File: src/rtl/core_pkg.sv
// Shared definitions for the memory stage: memOper field layout,
// load/store size codes and the request FSM state type.
package core_pkg;

  // memOper bit positions
  localparam int MEMOP_EN_BIT = 4;
  localparam int MEMOP_WE_BIT = 3;

  // memOper[2:0] size/sign codes
  localparam logic [2:0] MEM_B  = 3'b000;
  localparam logic [2:0] MEM_H  = 3'b001;
  localparam logic [2:0] MEM_W  = 3'b010;
  localparam logic [2:0] MEM_BU = 3'b100;
  localparam logic [2:0] MEM_HU = 3'b101;

  typedef enum logic {
    MS_IDLE,
    MS_BUSY
  } ms_state_e;

endpackage

File: src/rtl/mem_stage_if.sv
// Data-memory req/ack port. The memory stage is the master; the memory
// (or the bench) is the slave.
interface mem_stage_if;
  logic        dmem_req_o;
  logic        dmem_we_o;
  logic [31:0] dmem_addr_o;
  logic [3:0]  dmem_be_o;
  logic [31:0] dmem_wdata_o;
  logic        dmem_ack_i;
  logic [31:0] dmem_rdata_i;

  modport master (
    output dmem_req_o, dmem_we_o, dmem_addr_o, dmem_be_o, dmem_wdata_o,
    input  dmem_ack_i, dmem_rdata_i
  );

  modport slave (
    input  dmem_req_o, dmem_we_o, dmem_addr_o, dmem_be_o, dmem_wdata_o,
    output dmem_ack_i, dmem_rdata_i
  );
endinterface

File: src/rtl/mem_align.sv
// Combinational lane logic: byte enables, replicated store data,
// misalignment detection and sign/zero-extended load data.
module mem_align
  import core_pkg::*;
(
  input  logic [2:0]  size_i,
  input  logic [1:0]  addr_lo_i,
  input  logic [31:0] sdata_i,
  input  logic [31:0] rdata_i,
  output logic [3:0]  be_o,
  output logic [31:0] wdata_o,
  output logic        misaligned_o,
  output logic [31:0] ldata_o
);

  logic [7:0]  byte_sel;
  logic [15:0] half_sel;

  // Pick the addressed byte/half out of the read word
  always_comb begin
    byte_sel = rdata_i[7:0];
    case (addr_lo_i)
      2'd1:    byte_sel = rdata_i[15:8];
      2'd2:    byte_sel = rdata_i[23:16];
      2'd3:    byte_sel = rdata_i[31:24];
      default: byte_sel = rdata_i[7:0];
    endcase
    half_sel = addr_lo_i[1] ? rdata_i[31:16] : rdata_i[15:0];
  end

  // Decode size code into lanes; unknown codes are flagged misaligned
  always_comb begin
    be_o         = 4'b0000;
    wdata_o      = sdata_i;
    misaligned_o = 1'b1;
    ldata_o      = 32'h0;
    case (size_i)
      MEM_B, MEM_BU: begin
        misaligned_o = 1'b0;
        be_o         = 4'b0001 << addr_lo_i;
        wdata_o      = {4{sdata_i[7:0]}};
        ldata_o      = (size_i == MEM_B) ? {{24{byte_sel[7]}}, byte_sel}
                                         : {24'h0, byte_sel};
      end
      MEM_H, MEM_HU: begin
        misaligned_o = addr_lo_i[0];
        be_o         = 4'b0011 << addr_lo_i;
        wdata_o      = {2{sdata_i[15:0]}};
        ldata_o      = (size_i == MEM_H) ? {{16{half_sel[15]}}, half_sel}
                                         : {16'h0, half_sel};
      end
      MEM_W: begin
        misaligned_o = |addr_lo_i;
        be_o         = 4'b1111;
        ldata_o      = rdata_i;
      end
      default: ;
    endcase
  end

endmodule

File: src/rtl/mem_stage.sv
// RV32I memory stage: drives the data-memory req/ack port from the EX/MEM
// registers, stalls the front end while an access is outstanding, applies a
// bus-timeout watchdog and produces the MEM/WB registers.
module mem_stage
  import core_pkg::*;
#(
  parameter int TIMEOUT_CYCLES = 16
) (
  input  logic        clk,
  input  logic        reset_n,
  input  logic [4:0]  PIP_memOper_i,
  input  logic [31:0] PIP_alu_result_i,
  input  logic [31:0] PIP_second_operand_i,
  input  logic        PIP_use_mem_i,
  input  logic        PIP_write_reg_i,
  input  logic [4:0]  PIP_rd_i,
  input  logic        PIP_TRAP_i,
  mem_stage_if.master dmem,
  output logic        stall_o,
  output logic [31:0] PIP_mem_data_o,
  output logic [31:0] PIP_alu_result_o,
  output logic        PIP_use_mem_o,
  output logic        PIP_write_reg_o,
  output logic        PIP_TRAP_o,
  output logic [4:0]  PIP_rd_o
);

  localparam int CW = $clog2(TIMEOUT_CYCLES) + 1;
  localparam logic [CW-1:0] CNT_LAST = CW'(TIMEOUT_CYCLES - 1);

  ms_state_e   state_q, state_d;
  logic [CW-1:0] cnt_q, cnt_d;
  logic [31:0] mem_data_q, mem_data_d;
  logic [31:0] alu_result_q, alu_result_d;
  logic        use_mem_q, use_mem_d;
  logic        write_reg_q, write_reg_d;
  logic        trap_q, trap_d;
  logic [4:0]  rd_q, rd_d;

  logic [3:0]  be;
  logic [31:0] wdata;
  logic        misaligned;
  logic [31:0] ldata;
  logic        mem_en, access, mis_trap, req, ack, timeout, stall;

  mem_align u_align (
    .size_i       (PIP_memOper_i[2:0]),
    .addr_lo_i    (PIP_alu_result_i[1:0]),
    .sdata_i      (PIP_second_operand_i),
    .rdata_i      (dmem.dmem_rdata_i),
    .be_o         (be),
    .wdata_o      (wdata),
    .misaligned_o (misaligned),
    .ldata_o      (ldata)
  );

  // Request/stall decode, FSM and watchdog next-state, MEM/WB next values
  always_comb begin
    mem_en   = PIP_memOper_i[MEMOP_EN_BIT] && !PIP_TRAP_i;
    access   = mem_en && !misaligned;
    mis_trap = mem_en && misaligned;
    // Reset drops the request immediately, even mid-access
    req      = access && reset_n;
    ack      = req && dmem.dmem_ack_i;
    // cnt_q holds the number of request cycles already spent without ack,
    // so the final allowed cycle is the TIMEOUT_CYCLES-th request cycle
    timeout  = req && !ack && (state_q == MS_BUSY) && (cnt_q == CNT_LAST);
    stall    = req && !ack && !timeout;

    dmem.dmem_req_o   = req;
    dmem.dmem_we_o    = req && PIP_memOper_i[MEMOP_WE_BIT];
    dmem.dmem_addr_o  = req ? {PIP_alu_result_i[31:2], 2'b00} : 32'h0;
    dmem.dmem_be_o    = req ? be : 4'b0000;
    dmem.dmem_wdata_o = req ? wdata : 32'h0;

    state_d = stall ? MS_BUSY : MS_IDLE;
    cnt_d   = stall ? cnt_q + 1'b1 : '0;

    mem_data_d   = mem_data_q;
    alu_result_d = alu_result_q;
    rd_d         = rd_q;
    use_mem_d    = 1'b0;
    write_reg_d  = 1'b0;
    trap_d       = 1'b0;
    if (stall) begin
      // bubble: controls cleared, data and rd held
    end else if (timeout || mis_trap) begin
      alu_result_d = PIP_alu_result_i;
      rd_d         = PIP_rd_i;
      trap_d       = 1'b1;
    end else begin
      alu_result_d = PIP_alu_result_i;
      rd_d         = PIP_rd_i;
      use_mem_d    = PIP_use_mem_i;
      write_reg_d  = PIP_write_reg_i;
      trap_d       = PIP_TRAP_i;
      if (ack && !PIP_memOper_i[MEMOP_WE_BIT]) mem_data_d = ldata;
    end
  end

  // FSM state, watchdog counter and MEM/WB pipeline registers
  always_ff @(posedge clk or negedge reset_n) begin
    if (!reset_n) begin
      state_q      <= MS_IDLE;
      cnt_q        <= '0;
      mem_data_q   <= 32'h0;
      alu_result_q <= 32'h0;
      use_mem_q    <= 1'b0;
      write_reg_q  <= 1'b0;
      trap_q       <= 1'b0;
      rd_q         <= 5'h0;
    end else begin
      state_q      <= state_d;
      cnt_q        <= cnt_d;
      mem_data_q   <= mem_data_d;
      alu_result_q <= alu_result_d;
      use_mem_q    <= use_mem_d;
      write_reg_q  <= write_reg_d;
      trap_q       <= trap_d;
      rd_q         <= rd_d;
    end
  end

  assign stall_o          = stall;
  assign PIP_mem_data_o   = mem_data_q;
  assign PIP_alu_result_o = alu_result_q;
  assign PIP_use_mem_o    = use_mem_q;
  assign PIP_write_reg_o  = write_reg_q;
  assign PIP_TRAP_o       = trap_q;
  assign PIP_rd_o         = rd_q;

endmodule

File: src/flat_wrapper.sv
// flat-port wrapper written by rule: the top's interface ports become plain ports
module mem_stage_flat import core_pkg::*;
#(
  parameter int TIMEOUT_CYCLES = 16
)
  (clk, reset_n, PIP_memOper_i, PIP_alu_result_i, PIP_second_operand_i, PIP_use_mem_i, PIP_write_reg_i, PIP_rd_i, PIP_TRAP_i, stall_o, PIP_mem_data_o, PIP_alu_result_o, PIP_use_mem_o, PIP_write_reg_o, PIP_TRAP_o, PIP_rd_o, dmem_dmem_req_o, dmem_dmem_we_o, dmem_dmem_addr_o, dmem_dmem_be_o, dmem_dmem_wdata_o, dmem_dmem_ack_i, dmem_dmem_rdata_i);
  mem_stage_if dmem_i ();
  input  logic clk;
  input  logic reset_n;
  input  logic [4:0] PIP_memOper_i;
  input  logic [31:0] PIP_alu_result_i;
  input  logic [31:0] PIP_second_operand_i;
  input  logic PIP_use_mem_i;
  input  logic PIP_write_reg_i;
  input  logic [4:0] PIP_rd_i;
  input  logic PIP_TRAP_i;
  output logic stall_o;
  output logic [31:0] PIP_mem_data_o;
  output logic [31:0] PIP_alu_result_o;
  output logic PIP_use_mem_o;
  output logic PIP_write_reg_o;
  output logic PIP_TRAP_o;
  output logic [4:0] PIP_rd_o;
  output wire logic [$bits(dmem_i.dmem_req_o)-1:0] dmem_dmem_req_o;
  output wire logic [$bits(dmem_i.dmem_we_o)-1:0] dmem_dmem_we_o;
  output wire logic [$bits(dmem_i.dmem_addr_o)-1:0] dmem_dmem_addr_o;
  output wire logic [$bits(dmem_i.dmem_be_o)-1:0] dmem_dmem_be_o;
  output wire logic [$bits(dmem_i.dmem_wdata_o)-1:0] dmem_dmem_wdata_o;
  input wire logic [$bits(dmem_i.dmem_ack_i)-1:0] dmem_dmem_ack_i;
  input wire logic [$bits(dmem_i.dmem_rdata_i)-1:0] dmem_dmem_rdata_i;
  assign dmem_dmem_req_o = dmem_i.dmem_req_o;
  assign dmem_dmem_we_o = dmem_i.dmem_we_o;
  assign dmem_dmem_addr_o = dmem_i.dmem_addr_o;
  assign dmem_dmem_be_o = dmem_i.dmem_be_o;
  assign dmem_dmem_wdata_o = dmem_i.dmem_wdata_o;
  assign dmem_i.dmem_ack_i = dmem_dmem_ack_i;
  assign dmem_i.dmem_rdata_i = dmem_dmem_rdata_i;
  mem_stage #(.TIMEOUT_CYCLES(TIMEOUT_CYCLES)) u_core (.clk(clk), .reset_n(reset_n), .PIP_memOper_i(PIP_memOper_i), .PIP_alu_result_i(PIP_alu_result_i), .PIP_second_operand_i(PIP_second_operand_i), .PIP_use_mem_i(PIP_use_mem_i), .PIP_write_reg_i(PIP_write_reg_i), .PIP_rd_i(PIP_rd_i), .PIP_TRAP_i(PIP_TRAP_i), .dmem(dmem_i), .stall_o(stall_o), .PIP_mem_data_o(PIP_mem_data_o), .PIP_alu_result_o(PIP_alu_result_o), .PIP_use_mem_o(PIP_use_mem_o), .PIP_write_reg_o(PIP_write_reg_o), .PIP_TRAP_o(PIP_TRAP_o), .PIP_rd_o(PIP_rd_o));
endmodule
File: config.mk
export PLATFORM = sky130hd
export DESIGN_NAME = mem_stage_flat
export DESIGN_NICKNAME = d
export VERILOG_FILES = /design/src/rtl/core_pkg.sv /design/src/rtl/mem_stage_if.sv /design/src/rtl/mem_align.sv /design/src/rtl/mem_stage.sv /design/src/flat_wrapper.sv
export SDC_FILE = /design/constraint.sdc
export NUM_CORES = 1
export LEC_CHECK = 0
export CORE_UTILIZATION = 41
export CTS_CLUSTER_DIAMETER = 60
export DETAILED_ROUTE_END_ITERATION = 7
export GPL_ROUTABILITY_DRIVEN = 0
export PLACE_DENSITY = 0.95
export SLEW_MARGIN = 15
export SYNTH_ARGS = -nofsm -noshare
export SYNTH_HDL_FRONTEND = slang
export SYNTH_SLANG_ARGS = --single-unit
File: constraint.sdc
create_clock -name clk -period 9.3 [get_ports clk]
set_clock_uncertainty 0.05 [all_clocks]
set_input_delay 2.79 -clock clk [delete_from_list [all_inputs] [get_ports clk]]
set_output_delay 2.79 -clock clk [all_outputs]
set_load 0.01 [all_outputs]
==> reports/metrics.json, run 1 <==
{
  "num-nets-final": {"value": 781},
  "sequentialPowerShare": {"value": 43.9, "unit": "%"},
  "cpMaxStageDelayCell": {"value": "sky130_fd_sc_hd__o21ai_2"},
  "initialDrtViolationCount": {"value": 365},
  "run_status": {"value": "finished clean"},
  "yosysUniqueCellTypes": {"value": 44},
  "power.internal": {"value": 0.000659, "unit": "W"},
  "synth-compound-area-share": {"value": 11.6, "unit": "%"},
  "synth.yosys.warnings": {"value": 0},
  "clock_power_share": {"value": 24.3, "unit": "%"},
  "hold-path-endpoint": {"value": "u_core.cnt_q[0]"},
  "place.port_buffers": {"value": 252},
  "syn-instance-count": {"value": 425},
  "die_area": {"value": 0.0108, "unit": "mm^2"},
  "initial_core_util": {"value": 42.9, "unit": "%"},
  "critical_path_required": {"value": 6.46, "unit": "ns"},
  "post_synth_fa_ha_maj_area_fraction": {"value": 0.586, "unit": "%"},
  "largest_family_of_logic_cells_by_synthesized_area": {"value": "multiplexers"},
  "leakage": {"value": 2.84, "unit": "nW"},
  "clk_latency": {"value": 0.35, "unit": "ns"},
  "first_global_vias": {"value": 4436},
  "setup.worst_path.end_class": {"value": "output pin"},
  "cts.repair_timing.setup_buffer_count": {"value": 0},
  "cts.reportedPaths.clkPinSlew": {"value": 0.08, "unit": "ns"},
  "post_cts_resized": {"value": 0},
  "num_antenna_cells": {"value": 0},
  "mux_share_of_post_synthesis_cell_area": {"value": 18.3, "unit": "%"},
  "synth.avg_cell_area": {"value": 10.0, "unit": "um^2"},
  "drt_first_pass_iters": {"value": 5},
  "synth_xor_xnor_area_share": {"value": 0.410, "unit": "%"},
  "r2r-end": {"value": "u_core.PIP_alu_result_o[26]"},
  "finalWirelength": {"value": 15.2, "unit": "mm"},
  "vias": {"value": 4324},
  "grt_max_degree": {"value": 81},
  "tritoncts_num_sinks": {"value": 78},
  "design_power_total": {"value": 0.000941, "unit": "W"},
  "critPathKind": {"value": "in2out"},
  "biggest_fanout_along_the_worst_timing_path": {"value": 27},
  "final.period_utilization": {"value": 94.1, "unit": "%"},
  "finish.cell_count_without_fillers": {"value": 804},
  "layout_cells_sized_above_1": {"value": 6.71, "unit": "%"},
  "worstSetupStartpointType": {"value": "input pin"},
  "synth_area": {"value": 0.00427, "unit": "mm^2"},
  "power_dissipated_by_switching_net_loads": {"value": 0.000282, "unit": "W"},
  "y_dimension_of_the_die": {"value": 104, "unit": "um"},
  "p_per_area": {"value": 134, "unit": "mW/mm^2"},
  "timing.final.hold_violations": {"value": 0},
  "ff2ff_setup_slack": {"value": 7.06, "unit": "ns"},
  "timing.max_cap.violations": {"value": 0},
  "ctsHoldBuffers": {"value": 0},
  "irDropWorstVdd": {"value": 0.111, "unit": "mV"},
  "clock_path_buffers": {"value": 2},
  "final.setup.tns": {"value": 0, "unit": "ns"},
  "htree_num_levels": {"value": 3},
  "syn_to_final_growth": {"value": 64.0, "unit": "%"},
  "final_period_minus_worst_setup_slack": {"value": 8.75, "unit": "ns"},
  "timing_max_transition_violations_final": {"value": 0},
  "timing.rr.start": {"value": "u_core.cnt_q[0]"},
  "post_synth_and_or_nand_nor_area_fraction": {"value": 17.9, "unit": "%"},
  "timing.max_slew.rel_slack": {"value": 28.5, "unit": "%"},
  "ant_nets": {"value": 0},
  "avgViaCountPerCell": {"value": 5.38},
  "std_cell_rows": {"value": 36},
  "achievable-frequency": {"value": 114, "unit": "MHz"},
  "synth.ff_latch_count": {"value": 78},
  "number_of_design_rule_violations_left_after_detail_routing": {"value": 0},
  "pwr-share-comb": {"value": 31.8, "unit": "%"},
  "grt_setup_unrepaired": {"value": "no"},
  "grt_first_pass_wirelength": {"value": 23.7, "unit": "mm"},
  "min-delay-start": {"value": "u_core.cnt_q[0]"},
  "critPathMostFrequentCell": {"value": "sky130_fd_sc_hd__clkdlybuf4s50_1"},
  "gr-total-overflow": {"value": 0},
  "swShare": {"value": 30.0, "unit": "%"},
  "cts_inserted_buffers": {"value": 9},
  "cts.root.buffer_cell": {"value": "sky130_fd_sc_hd__clkbuf_8"},
  "delay_contributed_by_the_slowest_stage_of_the_critical_path": {"value": 0.86, "unit": "ns"},
  "final.fill_count": {"value": 740},
  "num_io_pins": {"value": 255},
  "die_w": {"value": 104, "unit": "um"},
  "place_ws": {"value": 0.558, "unit": "ns"},
  "wl_per_cell": {"value": 18.9, "unit": "um"},
  "tritoncts": {"value": "yes"},
  "final_critical_path_setup_slack": {"value": 0.551, "unit": "ns"},
  "timing_worst_slew_pin_value": {"value": 1.07, "unit": "ns"},
  "min_path_type": {"value": "reg2reg"},
  "finalSetupViolCount": {"value": 0},
  "worstHoldPathCells": {"value": 1},
  "core_region_area": {"value": 0.00995, "unit": "mm^2"},
  "place.detailed.hpwl": {"value": 11.6, "unit": "mm"},
  "rr_worst_depth": {"value": 6},
  "grt_antenna_before_repair": {"value": 0},
  "cell_count_after_placement": {"value": 789},
  "worst_path_cell_trace": {"value": "clkdlybuf4s50_1 -> a21oi_1 -> o21ai_2 -> inv_1 -> buf_4 -> and2_1 -> clkdlybuf4s50_1"},
  "track_usage": {"value": 27.9, "unit": "%"},
  "worst-endpoint-arrival": {"value": 5.91, "unit": "ns"},
  "synth_seq_area_share": {"value": 45.7, "unit": "%"}
}
-- worst max-delay path, delay by kind of cell --
| family | cells | cell delay, ns |
|---|---|---|
| AND/OR/NAND/NOR | 1 | 0.18 |
| buffers and inverters | 4 | 1.91 |
| AO/OA/AOI/OAI | 2 | 1.01 |
-- area by class of cell --
class	instances	area, um^2	area share (%)
multi-input combinational	309	2090	29.9
clock inverter	5	33.8	0.482
sequential	78	1950	27.9
clock buffer	10	138	1.97
tap	133	166	2.38
inverter	9	38.8	0.554
timing repair buffer	260	2580	36.8
-- power groups by stage --
stage | registers, W | clock network [W] | logic [W]
after floorplan | 0.000439 | 0 | 0.0000837
after global placement | 0.000415 | 0 | 0.000289
after detailed placement | 0.000420 | 0 | 0.000298
after CTS | 0.000413 | 0.000235 | 0.000300
after global routing | 0.000418 | 0.000250 | 0.000319
final | 0.000413 | 0.000229 | 0.000300
-- synth_stat cells --
library cell,n,area [um^2]
sky130_fd_sc_hd__dfrtp_1,78,1950
sky130_fd_sc_hd__nor2_1,66,248
sky130_fd_sc_hd__a21oi_1,53,265
sky130_fd_sc_hd__and2_1,41,257
sky130_fd_sc_hd__mux2_1,37,417
sky130_fd_sc_hd__nand2_1,33,124
sky130_fd_sc_hd__mux2i_1,16,160
sky130_fd_sc_hd__a22oi_1,15,113
sky130_fd_sc_hd__clkbuf_1,13,48.8
sky130_fd_sc_hd__buf_2,8,40.0
sky130_fd_sc_hd__mux4_2,8,180
sky130_fd_sc_hd__inv_1,7,26.3
sky130_fd_sc_hd__nor3_1,6,30.0
sky130_fd_sc_hd__buf_12,3,60.1
sky130_fd_sc_hd__nand2b_1,3,18.8
sky130_fd_sc_hd__a21boi_2,2,22.5
sky130_fd_sc_hd__a31oi_1,2,12.5
sky130_fd_sc_hd__buf_1,2,7.51
sky130_fd_sc_hd__buf_4,2,15.0
sky130_fd_sc_hd__buf_6,2,22.5
sky130_fd_sc_hd__ha_1,2,25.0
sky130_fd_sc_hd__mux2_2,2,22.5
sky130_fd_sc_hd__nand3b_1,2,15.0
sky130_fd_sc_hd__or2_2,2,12.5
sky130_fd_sc_hd__a211o_4,1,17.5
sky130_fd_sc_hd__a32o_1,1,10.0
sky130_fd_sc_hd__a32oi_1,1,8.76
sky130_fd_sc_hd__and3_1,1,6.26
sky130_fd_sc_hd__and3b_1,1,8.76
sky130_fd_sc_hd__clkinv_1,1,3.75
sky130_fd_sc_hd__clkinv_4,1,8.76
sky130_fd_sc_hd__conb_1,1,3.75
sky130_fd_sc_hd__nand3_1,1,5.00
sky130_fd_sc_hd__nor4_4,1,21.3
sky130_fd_sc_hd__nor4b_1,1,8.76
sky130_fd_sc_hd__o2111a_1,1,11.3
sky130_fd_sc_hd__o21ai_0,1,5.00
sky130_fd_sc_hd__o21ai_1,1,5.00
sky130_fd_sc_hd__o21ai_2,1,8.76
sky130_fd_sc_hd__o21ba_2,1,10.0
sky130_fd_sc_hd__o22ai_1,1,6.26
sky130_fd_sc_hd__or3b_2,1,8.76
sky130_fd_sc_hd__xnor2_1,1,8.76
sky130_fd_sc_hd__xor2_1,1,8.76
-- layer usage --
layer	part of all wire, %	wire length, um	global-route usage, %	vias up
met5	0	0	0	-
met4	3.9	597	13.3	0
met3	8.7	1330	6.89	45
met2	51	7790	48.6	281
met1	36	5500	32.2	2053
li1	-	-	-	1945
-- state kept, by name, indices dropped and copies added, names as in the netlist --
signal,count
u_core.state_q,1
u_core.PIP_alu_result_o,32
u_core.PIP_TRAP_o,1
u_core.PIP_use_mem_o,1
u_core.PIP_mem_data_o,32
u_core.cnt_q,5
u_core.PIP_write_reg_o,1
u_core.PIP_rd_o,5
-- cells in the final DEF (no fill, tap or decap), types with 2 or more instances in the layout --
| cell type | n |
|---|---|
| sky130_fd_sc_hd__a22oi_1 | 15 |
| sky130_fd_sc_hd__conb_1 | 2 |
| sky130_fd_sc_hd__clkbuf_8 | 10 |
| sky130_fd_sc_hd__ha_1 | 2 |
| sky130_fd_sc_hd__inv_1 | 7 |
| sky130_fd_sc_hd__buf_4 | 9 |
| sky130_fd_sc_hd__a21oi_1 | 53 |
| sky130_fd_sc_hd__nand2b_1 | 3 |
| sky130_fd_sc_hd__a31oi_1 | 2 |
| sky130_fd_sc_hd__nand2_1 | 33 |
| sky130_fd_sc_hd__mux4_2 | 8 |
| sky130_fd_sc_hd__nor2_1 | 66 |
| sky130_fd_sc_hd__clkdlybuf4s50_1 | 251 |
| sky130_fd_sc_hd__nand3b_1 | 2 |
| sky130_fd_sc_hd__clkinvlp_4 | 2 |
| sky130_fd_sc_hd__clkinv_2 | 2 |
| sky130_fd_sc_hd__or2_2 | 2 |
| sky130_fd_sc_hd__and2_1 | 41 |
| sky130_fd_sc_hd__a21boi_2 | 2 |
| sky130_fd_sc_hd__dfrtp_1 | 78 |
| sky130_fd_sc_hd__nor3_1 | 5 |
| sky130_fd_sc_hd__mux2_2 | 2 |
| sky130_fd_sc_hd__mux2i_1 | 16 |
| sky130_fd_sc_hd__mux2_1 | 37 |
-- how the worst max path moves through the flow --
stage | startpoint | to | cells after the start
3_3_place_gp | PIP_memOper_i[0] | dmem_dmem_addr_o[5] | 7
6_report | PIP_memOper_i[0] | dmem_dmem_wdata_o[4] | 7
4_1_cts | PIP_memOper_i[0] | dmem_dmem_wdata_o[4] | 7
5_1_grt | PIP_memOper_i[0] | dmem_dmem_addr_o[21] | 7
2_1_floorplan | PIP_memOper_i[1] | dmem_dmem_be_o[1] | 6
3_5_place_dp | PIP_memOper_i[0] | dmem_dmem_wdata_o[4] | 7
-- logic make-up after synthesis --
group,count (synthesis)
flip-flops,78
multiplexers,63
AND/OR/NAND/NOR,159
buffers and inverters,39
adder cells (fa/ha/maj),2
other,1
AO/OA/AOI/OAI,81
XOR/XNOR,2
-- stage by stage --
stage	hold slack, ns	util, %	area (um^2)
finish	0.416	70.3	7000
global route	0.444	70.3	7000
CTS	0.418	70.3	7000
detailed placement	0.407	68.6	6830
global placement	0.391	68.6	6830
floorplan	0.380	-	4270
Note: power is estimated with default switching activity, not from simulation.
==> inputs of run 2 (changes only) <==
--- a/config.mk
+++ b/config.mk
@@ -5,7 +5,8 @@
 export SDC_FILE = /design/constraint.sdc
 export NUM_CORES = 1
 export LEC_CHECK = 0
-export CORE_UTILIZATION = 41
+export CORE_MARGIN = 2
+export CORE_UTILIZATION = 44
 export CTS_CLUSTER_DIAMETER = 60
 export DETAILED_ROUTE_END_ITERATION = 7
 export GPL_ROUTABILITY_DRIVEN = 0
@@ -13,4 +14,5 @@
 export SLEW_MARGIN = 15
 export SYNTH_ARGS = -nofsm -noshare
 export SYNTH_HDL_FRONTEND = slang
+export SYNTH_HIERARCHICAL = 1
 export SYNTH_SLANG_ARGS = --single-unit
==> run 2 against run 1 <==
Compared with the run above:
- die area rose by 12%
- synthesized cell count up 4.7%
- maximum frequency increased by 6.1%
- design area rose by 8.6%
==> reports/metrics.json, run 2 <==
{
  "place_ws": {"value": 1.06, "unit": "ns"},
  "yosysTopAreaCell": {"value": "sky130_fd_sc_hd__dfrtp_1"},
  "final.setup.tns": {"value": 0, "unit": "ns"},
  "min_path_type": {"value": "reg2reg"},
  "finalSetupViolCount": {"value": 0},
  "avgViaCountPerCell": {"value": 5.27},
  "cell_count_after_placement": {"value": 802},
  "critical_path_required": {"value": 6.46, "unit": "ns"},
  "syn-instance-count": {"value": 445},
  "timing_max_transition_violations_final": {"value": 0},
  "synth_seq_area_share": {"value": 39.5, "unit": "%"},
  "timing.final.hold_violations": {"value": 0},
  "grt_first_pass_wirelength": {"value": 22.9, "unit": "mm"},
  "std_cell_rows": {"value": 38},
  "post_cts_resized": {"value": 0},
  "initialDrtViolationCount": {"value": 257},
  "ctsHoldBuffers": {"value": 0},
  "clk_latency": {"value": 0.34, "unit": "ns"},
  "sequentialPowerShare": {"value": 43.7, "unit": "%"},
  "number_of_design_rule_violations_left_after_detail_routing": {"value": 0},
  "clock_power_share": {"value": 26.6, "unit": "%"},
  "track_usage": {"value": 24.5, "unit": "%"},
  "worstSetupStartpointType": {"value": "input pin"},
  "mux_share_of_post_synthesis_cell_area": {"value": 30.2, "unit": "%"},
  "finish.cell_count_without_fillers": {"value": 818},
  "synth-compound-area-share": {"value": 8.37, "unit": "%"},
  "grt_setup_unrepaired": {"value": "no"},
  "setup.worst_path.end_class": {"value": "output pin"},
  "die_w": {"value": 110, "unit": "um"},
  "worstSetupStartpoint": {"value": "PIP_memOper_i[0]"},
  "vias": {"value": 4309},
  "worst-endpoint-arrival": {"value": 5.40, "unit": "ns"},
  "grt_max_degree": {"value": 80},
  "place.port_buffers": {"value": 252},
  "pwr-share-comb": {"value": 29.7, "unit": "%"},
  "tritoncts": {"value": "yes"},
  "post_synth_fa_ha_maj_area_fraction": {"value": 0.506, "unit": "%"},
  "min-delay-start": {"value": "u_core/cnt_q[0]"},
  "first_global_vias": {"value": 4541},
  "yosysUniqueCellTypes": {"value": 46},
  "clock_path_buffers": {"value": 2},
  "swShare": {"value": 28.2, "unit": "%"},
  "power_dissipated_by_switching_net_loads": {"value": 0.000249, "unit": "W"},
  "ant_nets": {"value": 0},
  "gr-total-overflow": {"value": 0},
  "htree_num_levels": {"value": 3},
  "ys_top_cells_by_area": {"value": "sky130_fd_sc_hd__dfrtp_1 39%, sky130_fd_sc_hd__mux2_2 13%, sky130_fd_sc_hd__mux2_4 9.1%"},
  "final_cell_mix": {"value": "251 x sky130_fd_sc_hd__clkdlybuf4s50_1, 78 x sky130_fd_sc_hd__dfrtp_1, 69 x sky130_fd_sc_hd__and2_1"},
  "synthDominantCellAreaShare": {"value": 39.5, "unit": "%"},
  "synth_xor_xnor_area_share": {"value": 0.354, "unit": "%"},
  "post_synth_and_or_nand_nor_area_fraction": {"value": 14.3, "unit": "%"},
  "final_period_minus_worst_setup_slack": {"value": 8.24, "unit": "ns"},
  "finalWirelength": {"value": 15.3, "unit": "mm"},
  "cts.reportedPaths.clkPinSlew": {"value": 0.08, "unit": "ns"},
  "syn_to_final_growth": {"value": 53.7, "unit": "%"},
  "synthTopCellsByCount": {"value": "78 x sky130_fd_sc_hd__dfrtp_1, 69 x sky130_fd_sc_hd__and2_1, 58 x sky130_fd_sc_hd__mux2_2"},
  "timing.max_cap.violations": {"value": 0},
  "design_power_total": {"value": 0.000883, "unit": "W"},
  "initial_core_util": {"value": 45.4, "unit": "%"},
  "final_critical_path_setup_slack": {"value": 1.06, "unit": "ns"},
  "cts.repair_timing.setup_buffer_count": {"value": 0},
  "place.detailed.hpwl": {"value": 11.5, "unit": "mm"},
  "synth_flop_cell": {"value": "sky130_fd_sc_hd__dfrtp_1"},
  "cts_inserted_buffers": {"value": 9},
  "tritoncts_num_sinks": {"value": 78},
  "synth_area": {"value": 0.00495, "unit": "mm^2"},
  "layout_cells_sized_above_1": {"value": 18.4, "unit": "%"},
  "leakage": {"value": 3.23, "unit": "nW"},
  "final.fill_count": {"value": 749},
  "timing.rr.start": {"value": "u_core/cnt_q[0]"},
  "drt_first_pass_iters": {"value": 4},
  "ys_async_sr_fraction": {"value": 100, "unit": "%"},
  "biggest_fanout_along_the_worst_timing_path": {"value": 36},
  "critPathKind": {"value": "in2out"},
  "num_antenna_cells": {"value": 0},
  "power.internal": {"value": 0.000634, "unit": "W"},
  "synth.avg_cell_area": {"value": 11.1, "unit": "um^2"},
  "synth_most_common_cell": {"value": "sky130_fd_sc_hd__dfrtp_1"},
  "achievable-frequency": {"value": 121, "unit": "MHz"},
  "run_status": {"value": "finished clean"},
  "largest_family_of_logic_cells_by_synthesized_area": {"value": "multiplexers"},
  "p_per_area": {"value": 116, "unit": "mW/mm^2"},
  "core_region_area": {"value": 0.0109, "unit": "mm^2"},
  "irDropWorstVdd": {"value": 0.0842, "unit": "mV"},
  "timing.max_slew.rel_slack": {"value": 27.6, "unit": "%"},
  "num-nets-final": {"value": 787},
  "cts.root.buffer_cell": {"value": "sky130_fd_sc_hd__clkbuf_8"},
  "timing_worst_slew_pin_value": {"value": 1.08, "unit": "ns"},
  "final.period_utilization": {"value": 88.7, "unit": "%"},
  "y_dimension_of_the_die": {"value": 110, "unit": "um"},
  "num_io_pins": {"value": 255},
  "layout_commonest_cell": {"value": "sky130_fd_sc_hd__clkdlybuf4s50_1"},
  "die_area": {"value": 0.0121, "unit": "mm^2"},
  "synth.yosys.warnings": {"value": 6},
  "synth_edf_count": {"value": 0},
  "wl_per_cell": {"value": 18.7, "unit": "um"},
  "synth.ff_latch_count": {"value": 78},
  "grt_antenna_before_repair": {"value": 0}
}
==> run 2: cell count changes in the layout (fill, tap and decap cells not counted), sizes merged, moves of 5 or more <==
cell and change:
o21ai +24, mux4 -7, nor3 -5, o221ai +7, mux2i +14, and2 +28
nor2 -49, a22oi -8, mux2 +55, nand2 -5, a21oi -51, a211o +7
==> run 2: logic make-up (layout without fill, tap and decap cells) <==
logic type,Yosys count,count (layout)
adders and majority gates,2,2
AOI/OAI and AO/OA,60,60
buffers and inverters,49,281
muxes,125,125
other,1,2
and+or+nand+nor,128,128
xor gates and xnor gates,2,2
DFF,78,78
==> run 2: per-stage QoR <==
stage | cell area [um^2] | utilization [%] | hold slack, ns
6_report | 7600 | 69.8 | 0.426
5_1_grt | 7600 | 69.8 | 0.448
4_1_cts | 7600 | 69.8 | 0.424
3_5_place_dp | 7420 | 68.2 | 0.412
3_3_place_gp | 7420 | 68.2 | 0.394
2_1_floorplan | 4950 | - | 0.379
==> run 2: area by class of cell <==
type | count | area (um^2) | area share (%)
well taps | 140 | 175 | 2.30
clock inverters | 6 | 45.0 | 0.592
inverters | 3 | 11.3 | 0.148
flip-flops and latches | 78 | 1950 | 25.7
repair buffers | 262 | 2590 | 34.1
clock buffers | 10 | 138 | 1.81
multi-input cells | 319 | 2690 | 35.3
==> run 2: worst paths after layout <==
path	endpoint	slack (ns)	depth (start not counted)
min reg2reg	u_core/cnt_q[0]	0.43	1
max reg2reg	u_core/PIP_alu_result_o[0]	6.76	8
max in group asynchronous	u_core/PIP_alu_result_o[0]	5.89	2
min in group asynchronous	u_core/PIP_mem_data_o[23]	2.65	2
min	u_core/cnt_q[0]	0.43	1
max	dmem_dmem_addr_o[24]	1.06	8
==> run 2: critical path: stages <==
cell and delay, ns:
sky130_fd_sc_hd__clkdlybuf4s50_1 0.58, sky130_fd_sc_hd__or3_1 0.38, sky130_fd_sc_hd__a21oi_1 0.15, sky130_fd_sc_hd__nor2_1 0.11, sky130_fd_sc_hd__nor4bb_4 0.29, sky130_fd_sc_hd__buf_4 0.35
sky130_fd_sc_hd__and2_1 0.20, sky130_fd_sc_hd__clkdlybuf4s50_1 0.54
==> run 2: metal layers <==
| layer | routed length (um) | global-route usage [%] | vias up |
|---|---|---|---|
| met5 | 0 | 0 | - |
| met4 | 630 | 11.6 | 0 |
| met3 | 1360 | 6.82 | 43 |
| met2 | 7590 | 44.0 | 225 |
| met1 | 5680 | 26.6 | 2030 |
| li1 | - | - | 2011 |
==> run 2: power groups by stage <==
stage,clock (W),sequential [W],combinational (W)
detailed placement,0,0.000393,0.000261
global route,0.000257,0.000390,0.000279
finish,0.000235,0.000386,0.000262
CTS,0.000241,0.000386,0.000263
global placement,0,0.000391,0.000254
floorplan,0,0.000404,0.0000971
==> inputs of run 3 (changes only) <==
--- a/config.mk
+++ b/config.mk
@@ -6,11 +6,11 @@
 export NUM_CORES = 1
 export LEC_CHECK = 0
 export CORE_MARGIN = 2
-export CORE_UTILIZATION = 44
+export CORE_UTILIZATION = 23
 export CTS_CLUSTER_DIAMETER = 60
 export DETAILED_ROUTE_END_ITERATION = 7
 export GPL_ROUTABILITY_DRIVEN = 0
-export PLACE_DENSITY = 0.95
+export PLACE_DENSITY = 0.62
 export SLEW_MARGIN = 15
 export SYNTH_ARGS = -nofsm -noshare
 export SYNTH_HDL_FRONTEND = slang
==> run 3 against run 2 <==
Compared with the run above:
- design area grew 3.8%
- sequential share of layout area shrank 0.94 points
- worst setup slack gained 0.0042 ns
- first-iteration DRC count shrank 36%
- sequential cell count is the same
- clock power grew 47%
- via count shrank 3.4%
- die area grew 87%
- non-clock buffer count grew 1
- cell count grew 17%
- global-route usage shrank 10 points
- critical path type unchanged
- critical endpoint is now dmem_dmem_addr_o[23]
- largest cell class unchanged
- highest routed layer unchanged
==> reports/metrics.json, run 3 (same netlist as run 2, synthesis figures left out) <==
{
  "run_status": {"value": "finished clean"},
  "biggest_fanout_along_the_worst_timing_path": {"value": 44},
  "area_occupied_by_registers": {"value": 0.00195, "unit": "mm^2"},
  "place.detailed.hpwl": {"value": 12.0, "unit": "mm"},
  "syn_to_final_growth": {"value": 59.5, "unit": "%"},
  "timing.max_slew.rel_slack": {"value": 17.7, "unit": "%"},
  "critPathMostFrequentCell": {"value": "sky130_fd_sc_hd__clkdlybuf4s50_1"},
  "track_usage": {"value": 14.1, "unit": "%"},
  "finalWirelength": {"value": 16.1, "unit": "mm"},
  "cpMaxStageDelayCell": {"value": "sky130_fd_sc_hd__clkdlybuf4s50_1"},
  "worst-endpoint-arrival": {"value": 5.40, "unit": "ns"},
  "multi_input_area": {"value": 0.00269, "unit": "mm^2"},
  "post_cts_resized": {"value": 0},
  "critPathKind": {"value": "in2out"},
  "ctsHoldBuffers": {"value": 0},
  "cts.repair_timing.setup_buffer_count": {"value": 0},
  "grt_antenna_before_repair": {"value": 1},
  "worst_path_cell_trace": {"value": "clkdlybuf4s50_1 -> or3_1 -> a21oi_1 -> nor2_1 -> nor4bb_4 -> buf_4 -> and2_1 -> clkdlybuf4s50_1"},
  "leakage": {"value": 3.28, "unit": "nW"},
  "finish.cell_count_without_fillers": {"value": 955},
  "min_path_type": {"value": "reg2reg"},
  "grt_first_pass_wirelength": {"value": 24.2, "unit": "mm"},
  "initialDrtViolationCount": {"value": 164},
  "achievable-frequency": {"value": 121, "unit": "MHz"},
  "gr-total-overflow": {"value": 0},
  "final_cell_mix": {"value": "251 x sky130_fd_sc_hd__clkdlybuf4s50_1, 78 x sky130_fd_sc_hd__dfrtp_1, 69 x sky130_fd_sc_hd__and2_1"},
  "hold-path-endpoint": {"value": "u_core/cnt_q[0]"},
  "grt_setup_unrepaired": {"value": "no"},
  "core_region_area": {"value": 0.0211, "unit": "mm^2"},
  "wirelength_met1": {"value": 7.04, "unit": "mm"},
  "drt_first_pass_iters": {"value": 4},
  "timing.max_cap.violations": {"value": 0},
  "cts_inserted_buffers": {"value": 9},
  "irDropWorstVdd": {"value": 0.0770, "unit": "mV"},
  "critical_path_required": {"value": 6.46, "unit": "ns"},
  "num_io_pins": {"value": 255},
  "wl_per_cell": {"value": 16.9, "unit": "um"},
  "met3RoutedLength": {"value": 1.04, "unit": "mm"},
  "cts.reportedPaths.clkPinSlew": {"value": 0.06, "unit": "ns"},
  "final_period_minus_worst_setup_slack": {"value": 8.24, "unit": "ns"},
  "place.port_buffers": {"value": 252},
  "timing_max_transition_violations_final": {"value": 0},
  "tritoncts_num_sinks": {"value": 78},
  "final.period_utilization": {"value": 88.6, "unit": "%"},
  "initial_core_util": {"value": 23.5, "unit": "%"},
  "timing.final.hold_violations": {"value": 0},
  "met2_wirelength": {"value": 7.70, "unit": "mm"},
  "tritoncts": {"value": "yes"},
  "die_area": {"value": 0.0227, "unit": "mm^2"},
  "cts.root.buffer_cell": {"value": "sky130_fd_sc_hd__clkbuf_16"},
  "delay_contributed_by_the_slowest_stage_of_the_critical_path": {"value": 0.55, "unit": "ns"},
  "number_of_design_rule_violations_left_after_detail_routing": {"value": 0},
  "finalSetupViolCount": {"value": 0},
  "routed.top_layer": {"value": "met4"},
  "p_per_area": {"value": 126, "unit": "mW/mm^2"},
  "timing_worst_slew_pin_value": {"value": 1.23, "unit": "ns"},
  "place_ws": {"value": 1.03, "unit": "ns"},
  "min-delay-start": {"value": "u_core/cnt_q[0]"},
  "ant_nets": {"value": 0},
  "vias": {"value": 4164},
  "clk_latency": {"value": 0.33, "unit": "ns"},
  "post_dp_cell_area": {"value": 0.00760, "unit": "mm^2"},
  "grt_max_degree": {"value": 62},
  "layout_commonest_cell": {"value": "sky130_fd_sc_hd__clkdlybuf4s50_1"},
  "cell_count_after_placement": {"value": 938},
  "clock_path_buffers": {"value": 2},
  "timing.rr.start": {"value": "u_core/cnt_q[0]"},
  "std_cell_rows": {"value": 53},
  "finish.instance_area": {"value": 0.00789, "unit": "mm^2"},
  "final.setup.tns": {"value": 0, "unit": "ns"},
  "final_critical_path_setup_slack": {"value": 1.06, "unit": "ns"},
  "setup.worst_path.end_class": {"value": "output pin"},
  "y_dimension_of_the_die": {"value": 151, "unit": "um"},
  "worstSetupStartpointType": {"value": "input pin"},
  "avgViaCountPerCell": {"value": 4.36},
  "first_global_vias": {"value": 4196},
  "ff2ff_setup_slack": {"value": 6.79, "unit": "ns"},
  "die_w": {"value": 151, "unit": "um"},
  "final.fill_count": {"value": 2103},
  "num-nets-final": {"value": 788},
  "rr_worst_depth": {"value": 8},
  "r2r-end": {"value": "u_core/PIP_alu_result_o[7]"},
  "layout_cells_sized_above_1": {"value": 18.4, "unit": "%"},
  "worstHoldPathCells": {"value": 1},
  "htree_num_levels": {"value": 3}
}
## run 3: cell types whose count changed in the layout (fill, tap and decap cells not counted)
| cell | change |
|---|---|
| sky130_fd_sc_hd__inv_6 | -1 |
| sky130_fd_sc_hd__clkbuf_16 | +9 |
| sky130_fd_sc_hd__buf_4 | +1 |
| sky130_fd_sc_hd__clkbuf_8 | -9 |
| sky130_fd_sc_hd__clkinv_2 | +2 |
| sky130_fd_sc_hd__clkinv_4 | -3 |
| sky130_fd_sc_hd__bufinv_16 | +1 |
| sky130_fd_sc_hd__diode_2 | +2 |
## run 3: critical path: cells and delay by family
kind | cells | cell delay [ns]
buffers and inverters | 3 | 1.43
and+or+nand+nor | 4 | 0.97
AOI/OAI and AO/OA | 1 | 0.19
## run 3: area by class of cell
type / count / area share, %
Clock buffer: 10 / 3.03
Multi-Input combinational cell: 319 / 34.1
Sequential cell: 78 / 24.7
Timing Repair Buffer: 263 / 33.0
Clock inverter: 5 / 0.634
Inverter: 3 / 0.143
Antenna cell: 2 / 0.0634
Tap cell: 275 / 4.36
## run 3: how the worst max path moves through the flow
stage / startpoint / slack, ns / to
floorplan: PIP_memOper_i[0] / 1.76 / dmem_dmem_wdata_o[12]
global placement: PIP_memOper_i[2] / 1.08 / dmem_dmem_addr_o[23]
detailed placement: PIP_memOper_i[2] / 1.03 / dmem_dmem_addr_o[23]
CTS: PIP_memOper_i[2] / 1.03 / dmem_dmem_addr_o[23]
global route: PIP_memOper_i[2] / 0.81 / dmem_dmem_wdata_o[15]
finish: PIP_memOper_i[2] / 1.06 / dmem_dmem_addr_o[23]
## run 3: per-stage QoR
step / hold WS (ns) / total power [W] / util (%)
finish: 0.414 / 0.000992 / 37.4
global route: 0.447 / 0.00105 / 37.4
CTS: 0.413 / 0.00101 / 37.4
detailed placement: 0.405 / 0.000656 / 36.0
global placement: 0.410 / 0.000654 / 36.0
floorplan: 0.379 / 0.000501 / -
## run 3: layer usage
metal / global-route usage [%] / vias to the layer above
li1: - / 1999
met1: 17.7 / 2001
met2: 23.2 / 145
met3: 3.91 / 19
met4: 5.09 / 0
met5: 0 / -
## run 3: power breakdown
group          internal (W)  switching (W)  leakage (nW)
logic              0.000160       0.000101          2.15
registers          0.000369      0.0000168         0.982
clock network      0.000212       0.000134         0.148
